<file path="src/rtl/spi_pkg.sv">
// Shared types and constants for the SPI master that feeds the Sobel slave pixel port.
package spi_pkg;

  localparam int unsigned MAX_PIXEL_BITS = 8;

  // SPI mode 0, MSB first
  localparam bit CPOL      = 1'b0;
  localparam bit CPHA      = 1'b0;
  localparam bit MSB_FIRST = 1'b1;

  typedef enum logic [2:0] {
    S_IDLE     = 3'd0,
    S_CS_SETUP = 3'd1,
    S_SHIFT    = 3'd2,
    S_CS_HOLD  = 3'd3,
    S_GAP      = 3'd4
  } state_e;

  // Width of a counter running 0..n-1, never less than one bit
  function automatic int unsigned cnt_width(input int unsigned n);
    return (n > 1) ? $clog2(n) : 1;
  endfunction

endpackage

</file>
<file path="src/rtl/spi_master_control_if.sv">
// System-side pixel handshake and returned-word bus of the SPI master.
interface spi_master_control_if
  import spi_pkg::*;
#(
  parameter int unsigned DATA_BITS = MAX_PIXEL_BITS
);

  logic [DATA_BITS-1:0] tx_data_i;
  logic                 tx_valid_i;
  logic                 tx_ready_o;
  logic [DATA_BITS-1:0] rx_data_o;
  logic                 rx_valid_o;
  logic                 busy_o;

  // Caller side
  modport master (
    output tx_data_i, tx_valid_i,
    input  tx_ready_o, rx_data_o, rx_valid_o, busy_o
  );

  // SPI master side
  modport slave (
    input  tx_data_i, tx_valid_i,
    output tx_ready_o, rx_data_o, rx_valid_o, busy_o
  );

endinterface

</file>
<file path="src/rtl/spi_master_clkgen.sv">
// SCK generator: half-period counter that toggles sck every CLK_DIV enabled cycles.
module spi_master_clkgen
  import spi_pkg::*;
#(
  parameter int unsigned CLK_DIV = 2
) (
  input  logic clk_i,
  input  logic nreset_i,
  input  logic en,
  output logic sck,
  output logic rise_stb_c,
  output logic fall_stb_c
);

  localparam int unsigned       CNT_W    = cnt_width(CLK_DIV);
  localparam logic [CNT_W-1:0] CNT_LAST = CNT_W'(CLK_DIV - 1);

  logic [CNT_W-1:0] cnt;
  logic             stb_c;

  // Strobes fire in the cycle before the edge that moves sck
  assign stb_c      = en && (cnt == CNT_LAST);
  assign rise_stb_c = stb_c && (sck == CPOL);
  assign fall_stb_c = stb_c && (sck != CPOL);

  always_ff @(posedge clk_i or negedge nreset_i) begin
    if (!nreset_i) begin
      cnt <= '0;
      sck <= CPOL;
    end else if (!en) begin
      cnt <= '0;
      sck <= CPOL;
    end else if (stb_c) begin
      cnt <= '0;
      sck <= ~sck;
    end else begin
      cnt <= cnt + CNT_W'(1);
    end
  end

endmodule

</file>
<file path="src/rtl/spi_master_control.sv">
// SPI mode-0 master: one pixel out / one Sobel word back per chip-select frame.
module spi_master_control
  import spi_pkg::*;
#(
  parameter int unsigned DATA_BITS = MAX_PIXEL_BITS,
  parameter int unsigned CLK_DIV   = 2,
  parameter int unsigned CS_SETUP  = 2,
  parameter int unsigned CS_HOLD   = 2,
  parameter int unsigned CS_GAP    = 4
) (
  input  logic                 clk_i,
  input  logic                 nreset_i,
  spi_master_control_if.slave  bus,
  output logic                 spi_sck_o,
  output logic                 spi_cs_o,
  output logic                 spi_sdo_o,
  input  logic                 spi_sdi_i
);

  localparam int unsigned BIT_W  = $clog2(DATA_BITS + 1);
  localparam int unsigned TMAX   = (CS_SETUP > CS_HOLD) ?
                                   ((CS_SETUP > CS_GAP) ? CS_SETUP : CS_GAP) :
                                   ((CS_HOLD > CS_GAP) ? CS_HOLD : CS_GAP);
  localparam int unsigned TCNT_W = cnt_width(TMAX);

  localparam logic [TCNT_W-1:0] SETUP_LAST = TCNT_W'(CS_SETUP - 1);
  localparam logic [TCNT_W-1:0] HOLD_LAST  = TCNT_W'(CS_HOLD - 1);
  localparam logic [TCNT_W-1:0] GAP_LAST   = TCNT_W'(CS_GAP - 1);
  localparam logic [BIT_W-1:0]  BIT_LAST   = BIT_W'(DATA_BITS);

  state_e               state, state_d;
  logic [TCNT_W-1:0]    tcnt, tcnt_d;
  logic [BIT_W-1:0]     bit_cnt, bit_cnt_d;
  logic [DATA_BITS-1:0] tx_shift, tx_shift_d;
  logic [DATA_BITS-1:0] rx_shift, rx_shift_d;
  logic [DATA_BITS-1:0] rx_data, rx_data_d;
  logic                 rx_valid, rx_valid_d;
  logic                 busy, busy_d;
  logic                 ready, ready_d;
  logic                 cs, cs_d;
  logic                 sdo, sdo_d;
  logic                 sck;
  logic                 rise_stb_c;
  logic                 fall_stb_c;

  spi_master_clkgen #(
    .CLK_DIV (CLK_DIV)
  ) u_clkgen (
    .clk_i      (clk_i),
    .nreset_i   (nreset_i),
    .en         (state == S_SHIFT),
    .sck        (sck),
    .rise_stb_c (rise_stb_c),
    .fall_stb_c (fall_stb_c)
  );

  always_ff @(posedge clk_i or negedge nreset_i) begin
    if (!nreset_i) begin
      state    <= S_IDLE;
      tcnt     <= '0;
      bit_cnt  <= '0;
      tx_shift <= '0;
      rx_shift <= '0;
      rx_data  <= '0;
      rx_valid <= 1'b0;
      busy     <= 1'b0;
      ready    <= 1'b1;
      cs       <= 1'b1;
      sdo      <= 1'b0;
    end else begin
      state    <= state_d;
      tcnt     <= tcnt_d;
      bit_cnt  <= bit_cnt_d;
      tx_shift <= tx_shift_d;
      rx_shift <= rx_shift_d;
      rx_data  <= rx_data_d;
      rx_valid <= rx_valid_d;
      busy     <= busy_d;
      ready    <= ready_d;
      cs       <= cs_d;
      sdo      <= sdo_d;
    end
  end

  // Frame sequencer; bit_cnt counts sck rises, the frame ends on the fall after the last one
  always_comb begin
    state_d    = state;
    tcnt_d     = tcnt;
    bit_cnt_d  = bit_cnt;
    tx_shift_d = tx_shift;
    rx_shift_d = rx_shift;
    rx_data_d  = rx_data;
    rx_valid_d = 1'b0;
    busy_d     = busy;
    ready_d    = ready;
    cs_d       = cs;
    sdo_d      = sdo;

    case (state)
      S_IDLE: begin
        if (bus.tx_valid_i && ready) begin
          state_d    = S_CS_SETUP;
          tcnt_d     = '0;
          bit_cnt_d  = '0;
          tx_shift_d = bus.tx_data_i;
          sdo_d      = bus.tx_data_i[DATA_BITS-1];
          cs_d       = 1'b0;
          busy_d     = 1'b1;
          ready_d    = 1'b0;
        end
      end
      S_CS_SETUP: begin
        if (tcnt == SETUP_LAST) begin
          state_d = S_SHIFT;
          tcnt_d  = '0;
        end else begin
          tcnt_d = tcnt + TCNT_W'(1);
        end
      end
      S_SHIFT: begin
        if (rise_stb_c) begin
          bit_cnt_d = bit_cnt + BIT_W'(1);
        end
        if (fall_stb_c) begin
          tx_shift_d = {tx_shift[DATA_BITS-2:0], 1'b0};
          rx_shift_d = {rx_shift[DATA_BITS-2:0], spi_sdi_i};
          if (bit_cnt == BIT_LAST) begin
            state_d = S_CS_HOLD;
            tcnt_d  = '0;
          end else begin
            sdo_d = tx_shift[DATA_BITS-2];
          end
        end
      end
      S_CS_HOLD: begin
        if (tcnt == HOLD_LAST) begin
          state_d    = S_GAP;
          tcnt_d     = '0;
          cs_d       = 1'b1;
          rx_data_d  = rx_shift;
          rx_valid_d = 1'b1;
        end else begin
          tcnt_d = tcnt + TCNT_W'(1);
        end
      end
      S_GAP: begin
        if (tcnt == GAP_LAST) begin
          state_d = S_IDLE;
          tcnt_d  = '0;
          busy_d  = 1'b0;
          ready_d = 1'b1;
        end else begin
          tcnt_d = tcnt + TCNT_W'(1);
        end
      end
      default: begin
        state_d = S_IDLE;
      end
    endcase
  end

  assign bus.tx_ready_o = ready;
  assign bus.rx_data_o  = rx_data;
  assign bus.rx_valid_o = rx_valid;
  assign bus.busy_o     = busy;
  assign spi_sck_o      = sck;
  assign spi_cs_o       = cs;
  assign spi_sdo_o      = sdo;

endmodule

</file>
<file path="src/flat_wrapper.sv">
// flat-port wrapper written by rule: the top's interface ports become plain ports
module spi_master_control_flat import spi_pkg::*;
#(
  parameter int unsigned DATA_BITS = MAX_PIXEL_BITS,
  parameter int unsigned CLK_DIV   = 2,
  parameter int unsigned CS_SETUP  = 2,
  parameter int unsigned CS_HOLD   = 2,
  parameter int unsigned CS_GAP    = 4
)
  (clk_i, nreset_i, spi_sck_o, spi_cs_o, spi_sdo_o, spi_sdi_i, bus_tx_data_i, bus_tx_valid_i, bus_tx_ready_o, bus_rx_data_o, bus_rx_valid_o, bus_busy_o);
  spi_master_control_if #(.DATA_BITS(DATA_BITS)) bus_i ();
  input  logic clk_i;
  input  logic nreset_i;
  output logic spi_sck_o;
  output logic spi_cs_o;
  output logic spi_sdo_o;
  input  logic spi_sdi_i;
  input wire logic [$bits(bus_i.tx_data_i)-1:0] bus_tx_data_i;
  input wire logic [$bits(bus_i.tx_valid_i)-1:0] bus_tx_valid_i;
  output wire logic [$bits(bus_i.tx_ready_o)-1:0] bus_tx_ready_o;
  output wire logic [$bits(bus_i.rx_data_o)-1:0] bus_rx_data_o;
  output wire logic [$bits(bus_i.rx_valid_o)-1:0] bus_rx_valid_o;
  output wire logic [$bits(bus_i.busy_o)-1:0] bus_busy_o;
  assign bus_i.tx_data_i = bus_tx_data_i;
  assign bus_i.tx_valid_i = bus_tx_valid_i;
  assign bus_tx_ready_o = bus_i.tx_ready_o;
  assign bus_rx_data_o = bus_i.rx_data_o;
  assign bus_rx_valid_o = bus_i.rx_valid_o;
  assign bus_busy_o = bus_i.busy_o;
  spi_master_control #(.DATA_BITS(DATA_BITS), .CLK_DIV(CLK_DIV), .CS_SETUP(CS_SETUP), .CS_HOLD(CS_HOLD), .CS_GAP(CS_GAP)) u_core (.clk_i(clk_i), .nreset_i(nreset_i), .bus(bus_i), .spi_sck_o(spi_sck_o), .spi_cs_o(spi_cs_o), .spi_sdo_o(spi_sdo_o), .spi_sdi_i(spi_sdi_i));
endmodule
</file>
<file path="config.mk">
export PLATFORM = sky130hd
export DESIGN_NAME = spi_master_control_flat
export DESIGN_NICKNAME = d
export VERILOG_FILES = /design/src/rtl/spi_pkg.sv /design/src/rtl/spi_master_control_if.sv /design/src/rtl/spi_master_clkgen.sv /design/src/rtl/spi_master_control.sv /design/src/flat_wrapper.sv
export SDC_FILE = /design/constraint.sdc
export NUM_CORES = 1
export LEC_CHECK = 0
export BUFFER_PORTS_ARGS = -buffer_cell sky130_fd_sc_hd__clkbuf_2
export CORE_AREA = 5 5 61 63
export DETAILED_ROUTE_END_ITERATION = 10
export DIE_AREA = 0 0 66 68
export PLACE_DENSITY = 0.94
export SLEW_MARGIN = 10
export SYNTH_ARGS = -nofsm -noshare
export SYNTH_HDL_FRONTEND = slang
export SYNTH_SLANG_ARGS = --single-unit
</file>
<file path="constraint.sdc">
create_clock -name clk_i -period 3.9 [get_ports clk_i]
set_input_delay 0.585 -clock clk_i [delete_from_list [all_inputs] [get_ports clk_i]]
set_output_delay 0.585 -clock clk_i [all_outputs]
set_load 0.01 [all_outputs]
</file>
Word level (Yosys, flattened, before mapping)
Cells that the tools add are included.
{"block": "totals", "input_bits": 12, "word_cells": 89, "register_bits": 39, "output_inout_bits": 14}
{"block": "classes", "addsub": 3, "bitwise": 1, "eq_ne": 16, "muxes": 37, "n_reduce_logical": 19}
{"operator": "$mux W3", "n": 6}
{"operator": "$ne A2 B1 Y1 const B", "n": 8}
{"operator": "$pmux W3 S5", "n": 1}
{"operator": "$mux W1", "n": 14}
{"operator": "$mux W7", "n": 2}
{"operator": "$pmux W7 S2", "n": 1}
{"operator": "$reduce_and A3 Y1", "n": 4}
{"operator": "$mux W2", "n": 5}
{"operator": "$mux W4", "n": 2}
{"operator": "$pmux W1 S2", "n": 4}
{"operator": "$pmux W2 S4", "n": 1}
{"operator": "$pmux W4 S2", "n": 1}
{"operator": "$reduce_and A4 Y1", "n": 2}
{"operator": "$eq A3 B2 Y1 const B", "n": 2}
{"operator": "$reduce_and A6 Y1", "n": 1}
{"operator": "$reduce_bool A2 Y1", "n": 3}
{"operator": "$add A4 B1 Y4 const B", "n": 1}
{"operator": "$eq A4 B4 Y1 const B", "n": 1}
{"operator": "$logic_and A1 B1 Y1", "n": 4}
{"operator": "$reduce_and A2 Y1", "n": 2}
{"operator": "$reduce_bool A4 Y1", "n": 1}
{"operator": "$eq A3 B1 Y1 const B", "n": 1}
{"operator": "$eq A3 B3 Y1 const B", "n": 1}
{"operator": "$logic_not A3 Y1", "n": 1}
{"operator": "7 further kinds", "n": 7}

Logic depth before layout (Yosys ltp)
{"block": "depth", "word_depth": 5, "mapped_depth": 6}

Modules after synthesis
Synthesis repeated with hierarchy kept, for this count alone.
{"block": "unflattened", "cells_unflattened": 147, "hier_area_um2": 1778.0}
{"mod": "spi_master_control", "cells_per_inst": 139, "area_per_inst_um2": 1689.1, "instances": 1, "seq_area_each_um2": 928.4}
{"mod": "spi_master_clkgen", "cells_per_inst": 8, "area_per_inst_um2": 88.8, "instances": 1, "seq_area_each_um2": 50.0}

Worst setup path after synthesis
Ideal clock, no wire load.
{"block": "synth_timing", "path_type": "register to register", "from": "register u_core.state[2]", "to": "register u_core.rx_shift[2]", "slack_ns": 2.349, "setup_ns": 0.125, "stages_incl_launch_ff": 5, "t_arrival_ns": 1.427, "cell_sequence": "dfrtp_1 > nor2b_1 > nand2_1 > nor2_4 > mux2_2"}
{"block": "synth_via", "elab_chain_cells": 4}
{"element": "start, declared", "line": "spi_master_control.sv:31", "text": "state_e state, state_d;"}
{"element": "start signal, assigned", "line": "spi_master_control.sv:71", "text": "state <= state_d;"}
{"element": "$eq A3 B2 Y1 *", "line": "spi_master_control.sv:51, spi_master_control.sv:99"}
{"element": "$logic_and A1 B1 Y1", "line": "spi_master_clkgen.sv:22", "text": "assign stb_c = en && (cnt == CNT_LAST);"}
{"element": "$logic_and A1 B1 Y1", "line": "spi_master_clkgen.sv:24", "text": "assign fall_stb_c = stb_c && (sck != CPOL);"}
{"element": "$reduce_and A2 Y1 (no line) *"}
{"element": "end signal, assigned", "line": "spi_master_control.sv:75", "text": "rx_shift <= rx_shift_d;"}
{"element": "end, declared", "line": "spi_master_control.sv:35", "text": "logic [DATA_BITS-1:0] rx_shift, rx_shift_d;"}
Mark *: on every way between the ends. The rest lies on a longest branch, timed or not.
A chain may end at the register's enable or synchronous reset.

Worst setup path in the final report
{"block": "layout_timing", "from": "register u_core.state[2]", "to": "register u_core.rx_shift[5]"}
The elaborated chain is that of the path after synthesis.

==> insert_results.sql <==
INSERT INTO impl_metrics (metric_group, metric, value, unit) VALUES
('outcome', 'outcome', 'finished, final reports clean', ''),
('floorplan', 'floorplan.die.width', '66', 'µm'),
('worst_setup_path', 'path_class', 'reg2reg', ''),
('worst_setup_path', 'worst-path-max-fanout', '15', ''),
('clock_tree', 'cts.hold.buffers_added', '0', ''),
('floorplan', 'initial_utilization', '57.0', '%'),
('clock_tree', 'max-clock-path-buffers', '2', ''),
('logic_synthesis', 'synth_top_family_by_area', 'compound AO/OA/AOI/OAI gates', ''),
('global_routing', 'grt_pass1_vias', '1194', ''),
('logic_synthesis', 'synth_adder_area_share', '3.45', '%'),
('drt', 'drt_pre_antenna_iters', '4', ''),
('logic_synthesis', 'synth-simple-area-share', '14.0', '%'),
('clock_tree', 'clock_buffers_created_by_tritoncts', '5', ''),
('logic_synthesis', 'sequential_element_share_of_the_synthesized_area', '54.0', '%'),
('worst_setup_path', 'critPathCaptureType', 'flop', ''),
('drt', 'drt_drc_violations_left', '0', ''),
('worst_setup_path', 'worst_ep_arrival_time', '2.33', 'ns'),
('logic_synthesis', 'yosys-top-cells-area', 'sky130_fd_sc_hd__dfrtp_1 (51%), sky130_fd_sc_hd__mux2_2 (7.5%), sky130_fd_sc_hd__nand2_1 (4.8%)', ''),
('logic_synthesis', 'synth_compound_gate_area_share', '14.2', '%'),
('clock_tree', 'clock-sinks', '39', ''),
('finish', 'diodes', '0', ''),
('logic_synthesis', 'synth_async_sr_flop_share', '100', '%'),
('global_routing', 'grt_start_max_net_pins', '40', ''),
('worst_setup_path', 'regToRegEndpoint', 'u_core.rx_shift[5]', ''),
('finish', 'instances_no_fill', '234', ''),
('logic_synthesis', 'netlist_area', '1810', 'µm²'),
('worst_setup_path', 'worstPathCellList', 'nor2b_1, nand2_1, nor2_4, mux2_2', ''),
('pwr', 'power.density', '315', 'nW/µm²'),
('sta', 'tightestPinTransition', '0.927', 'ns'),
('pwr', 'power.total', '0.637', 'mW'),
('sta', 'timing.final.setup_violations', '0', ''),
('logic_synthesis', 'muxShareOfSynthArea', '10.5', '%'),
('drt', 'wl', '3.22', 'mm'),
('logic_synthesis', 'synth-edff-count', '0', ''),
('placed_design', 'gp_routability_congestion', '0.797', ''),
('clock_tree', 'clk-insertion-delay-late', '0.36', 'ns'),
('logic_synthesis', 'xor_xnor_cell_area_share_of_the_yosys_netlist', '0.483', '%'),
('logic_synthesis', 'synth_cell_types', '36', ''),
('logic_synthesis', 'synth-seq-cells', '39', ''),
('placed_design', 'number_of_placed_instances_taps_included', '226', ''),
('sta', 'setup_total_negative_slack', '0', 'ns'),
('worst_setup_path', 'worst-r2r-setup-slack', '1.81', 'ns'),
('clock_tree', 'clock_tree_from_tritoncts', 'yes', ''),
('drt', 'first_iter_violations', '38', ''),
('sta', 'final_hold_viol_count', '0', ''),
('logic_synthesis', 'syn_inst', '160', ''),
('min_path', 'worstHoldPathType', 'in2async', ''),
('finish', 'layout-area-overhead-vs-synth', '11.7', '%'),
('global_routing', 'grt_antenna_before_repair', '0', ''),
('sta', 'clock_skew', '0.0108', 'ns'),
('logic_synthesis', 'yosysWarningCount', '0', ''),
('pwr', 'peakVddDrop', '0.000233', 'V'),
('clock_tree', 'postCtsResizedCells', '0', ''),
('placed_design', 'i_o_buffers', '25', ''),
('finish', 'design.final.nets', '204', ''),
('run', 'max-cap-violations', '0', ''),
('placed_design', 'half_perimeter_wire_length_after_detailed_placement', '2.38', 'mm'),
('global_routing', 'grt_first_pass_wirelength', '5.54', 'mm'),
('logic_synthesis', 'synthFlopType', 'sky130_fd_sc_hd__dfrtp_1', ''),
('floorplan', 'io_pins', '26', ''),
('floorplan', 'die_h', '68', 'µm'),
('drt', 'num_vias', '1220', ''),
('drt', 'antenna_left', '0', ''),
('global_routing', 'grt_usage', '16.6', '%'),
('sta', 'finalCriticalPeriod', '2.09', 'ns'),
('logic_synthesis', 'synthesis.area_per_instance', '11.3', 'µm²'),
('logic_synthesis', 'synth_fp_nets', '177', ''),
('worst_setup_path', 'crit_buf_inv', '0', ''),
('finish', 'post-route-cell-area', '2020', 'µm²'),
('worst_setup_path', 'startpoint_type', 'flop', ''),
('sta', 'slew_violations', '0', '');
-- how the worst max path moves through the flow --
stage	from	depth (start not counted)	to
detailed placement	u_core.state[2]	4	u_core.rx_shift[3]
global placement	u_core.state[2]	4	u_core.rx_shift[2]
CTS	u_core.state[2]	4	u_core.rx_shift[5]
floorplan	u_core.state[2]	4	u_core.rx_shift[2]
global route	u_core.state[2]	4	u_core.rx_shift[5]
finish	u_core.state[2]	4	u_core.rx_shift[5]
-- metal layers --
metal / GRT usage (%) / vias to the layer above / part of all wire (%) / routed length (µm)
met1: 21.7 / 585 / 45 / 1460
met5: 0 / - / 0 / 0
met3: 5.91 / 6 / 3.7 / 120
met4: 6.09 / 0 / 1.7 / 54
met2: 25.7 / 20 / 49 / 1590
li1: - / 609 / - / -
-- layout by cell type, fill, tap and decap left out, types with 4 or more instances in the layout --
cell type and instances:
sky130_fd_sc_hd__clkbuf_4 5, sky130_fd_sc_hd__inv_1 8, sky130_fd_sc_hd__a21oi_1 7, sky130_fd_sc_hd__ha_1 5, sky130_fd_sc_hd__nor2_1 14, sky130_fd_sc_hd__a31oi_1 7, sky130_fd_sc_hd__o21ai_1 4, sky130_fd_sc_hd__dfrtp_1 37
sky130_fd_sc_hd__nand2b_1 4, sky130_fd_sc_hd__mux2_2 12, sky130_fd_sc_hd__clkbuf_2 25, sky130_fd_sc_hd__mux2_1 4, sky130_fd_sc_hd__nand2_1 23
-- where the power goes --
group | leakage [nW] | total [mW] | internal [mW] | switching, mW
sequential | 0.517 | 0.404 | 0.404 | 0
clock | 0.0278 | 0.217 | 0.0722 | 0.145
combinational | 0.460 | 0.0150 | 0.00455 | 0.0104
-- stage by stage --
step | hold WS [ns] | worst slack, ns
CTS | 0.360 | 1.83
floorplan | 0.289 | 2.35
global placement | 0.476 | 1.89
finish | 0.339 | 1.81
global route | 0.399 | 1.63
detailed placement | 0.492 | 1.85
-- sequential cells by signal, summed over array words and instances, names as in the netlist --
signal and cells:
u_core.tx_shift 7, u_core.u_clkgen.sck 1, u_core.bus.rx_valid_o 1, u_core.u_clkgen.cnt 1, u_core.rx_shift 8, u_core.bus.busy_o 1
u_core.tcnt 2, u_core.spi_cs_o 1, u_core.state 3, u_core.bit_cnt 4, u_core.bus.rx_data_o 8, u_core.spi_sdo_o 1
u_core.bus.tx_ready_o 1
-- worst reg2reg max path: stages (launching register included) --
cell	delay, ns
sky130_fd_sc_hd__dfrtp_1	0.61
sky130_fd_sc_hd__nor2b_1	0.31
sky130_fd_sc_hd__nand2_1	0.36
sky130_fd_sc_hd__nor2_4	0.34
sky130_fd_sc_hd__mux2_2	0.36
-- cells by family after synthesis --
group           Yosys count
buf+inv                  13
fa+ha+maj                 5
compound gates           33
simple gates             52
flops                    39
xor+xnor                  1
mux                      17
-- area by class of cell --
class,instances,area [µm²]
flip-flops and latches,39,978
fillers,252,1150
well taps,46,57.6
clock buffers,5,37.5
clock inverters,3,23.8
inverters,8,30.0
repair buffers,25,125
multi-input cells,108,772
-- synthesized netlist by cell type (3+ instances only) --
cell / number
sky130_fd_sc_hd__mux2_2: 12
sky130_fd_sc_hd__mux2_1: 4
sky130_fd_sc_hd__inv_1: 8
sky130_fd_sc_hd__ha_1: 5
sky130_fd_sc_hd__nand2_1: 23
sky130_fd_sc_hd__dfrtp_1: 37
sky130_fd_sc_hd__nor2_1: 14
sky130_fd_sc_hd__buf_4: 3
sky130_fd_sc_hd__a31oi_1: 7
sky130_fd_sc_hd__nand2b_1: 4
sky130_fd_sc_hd__a21oi_1: 7
sky130_fd_sc_hd__o21ai_1: 4
No activity file was read; power rests on OpenSTA's default activity.
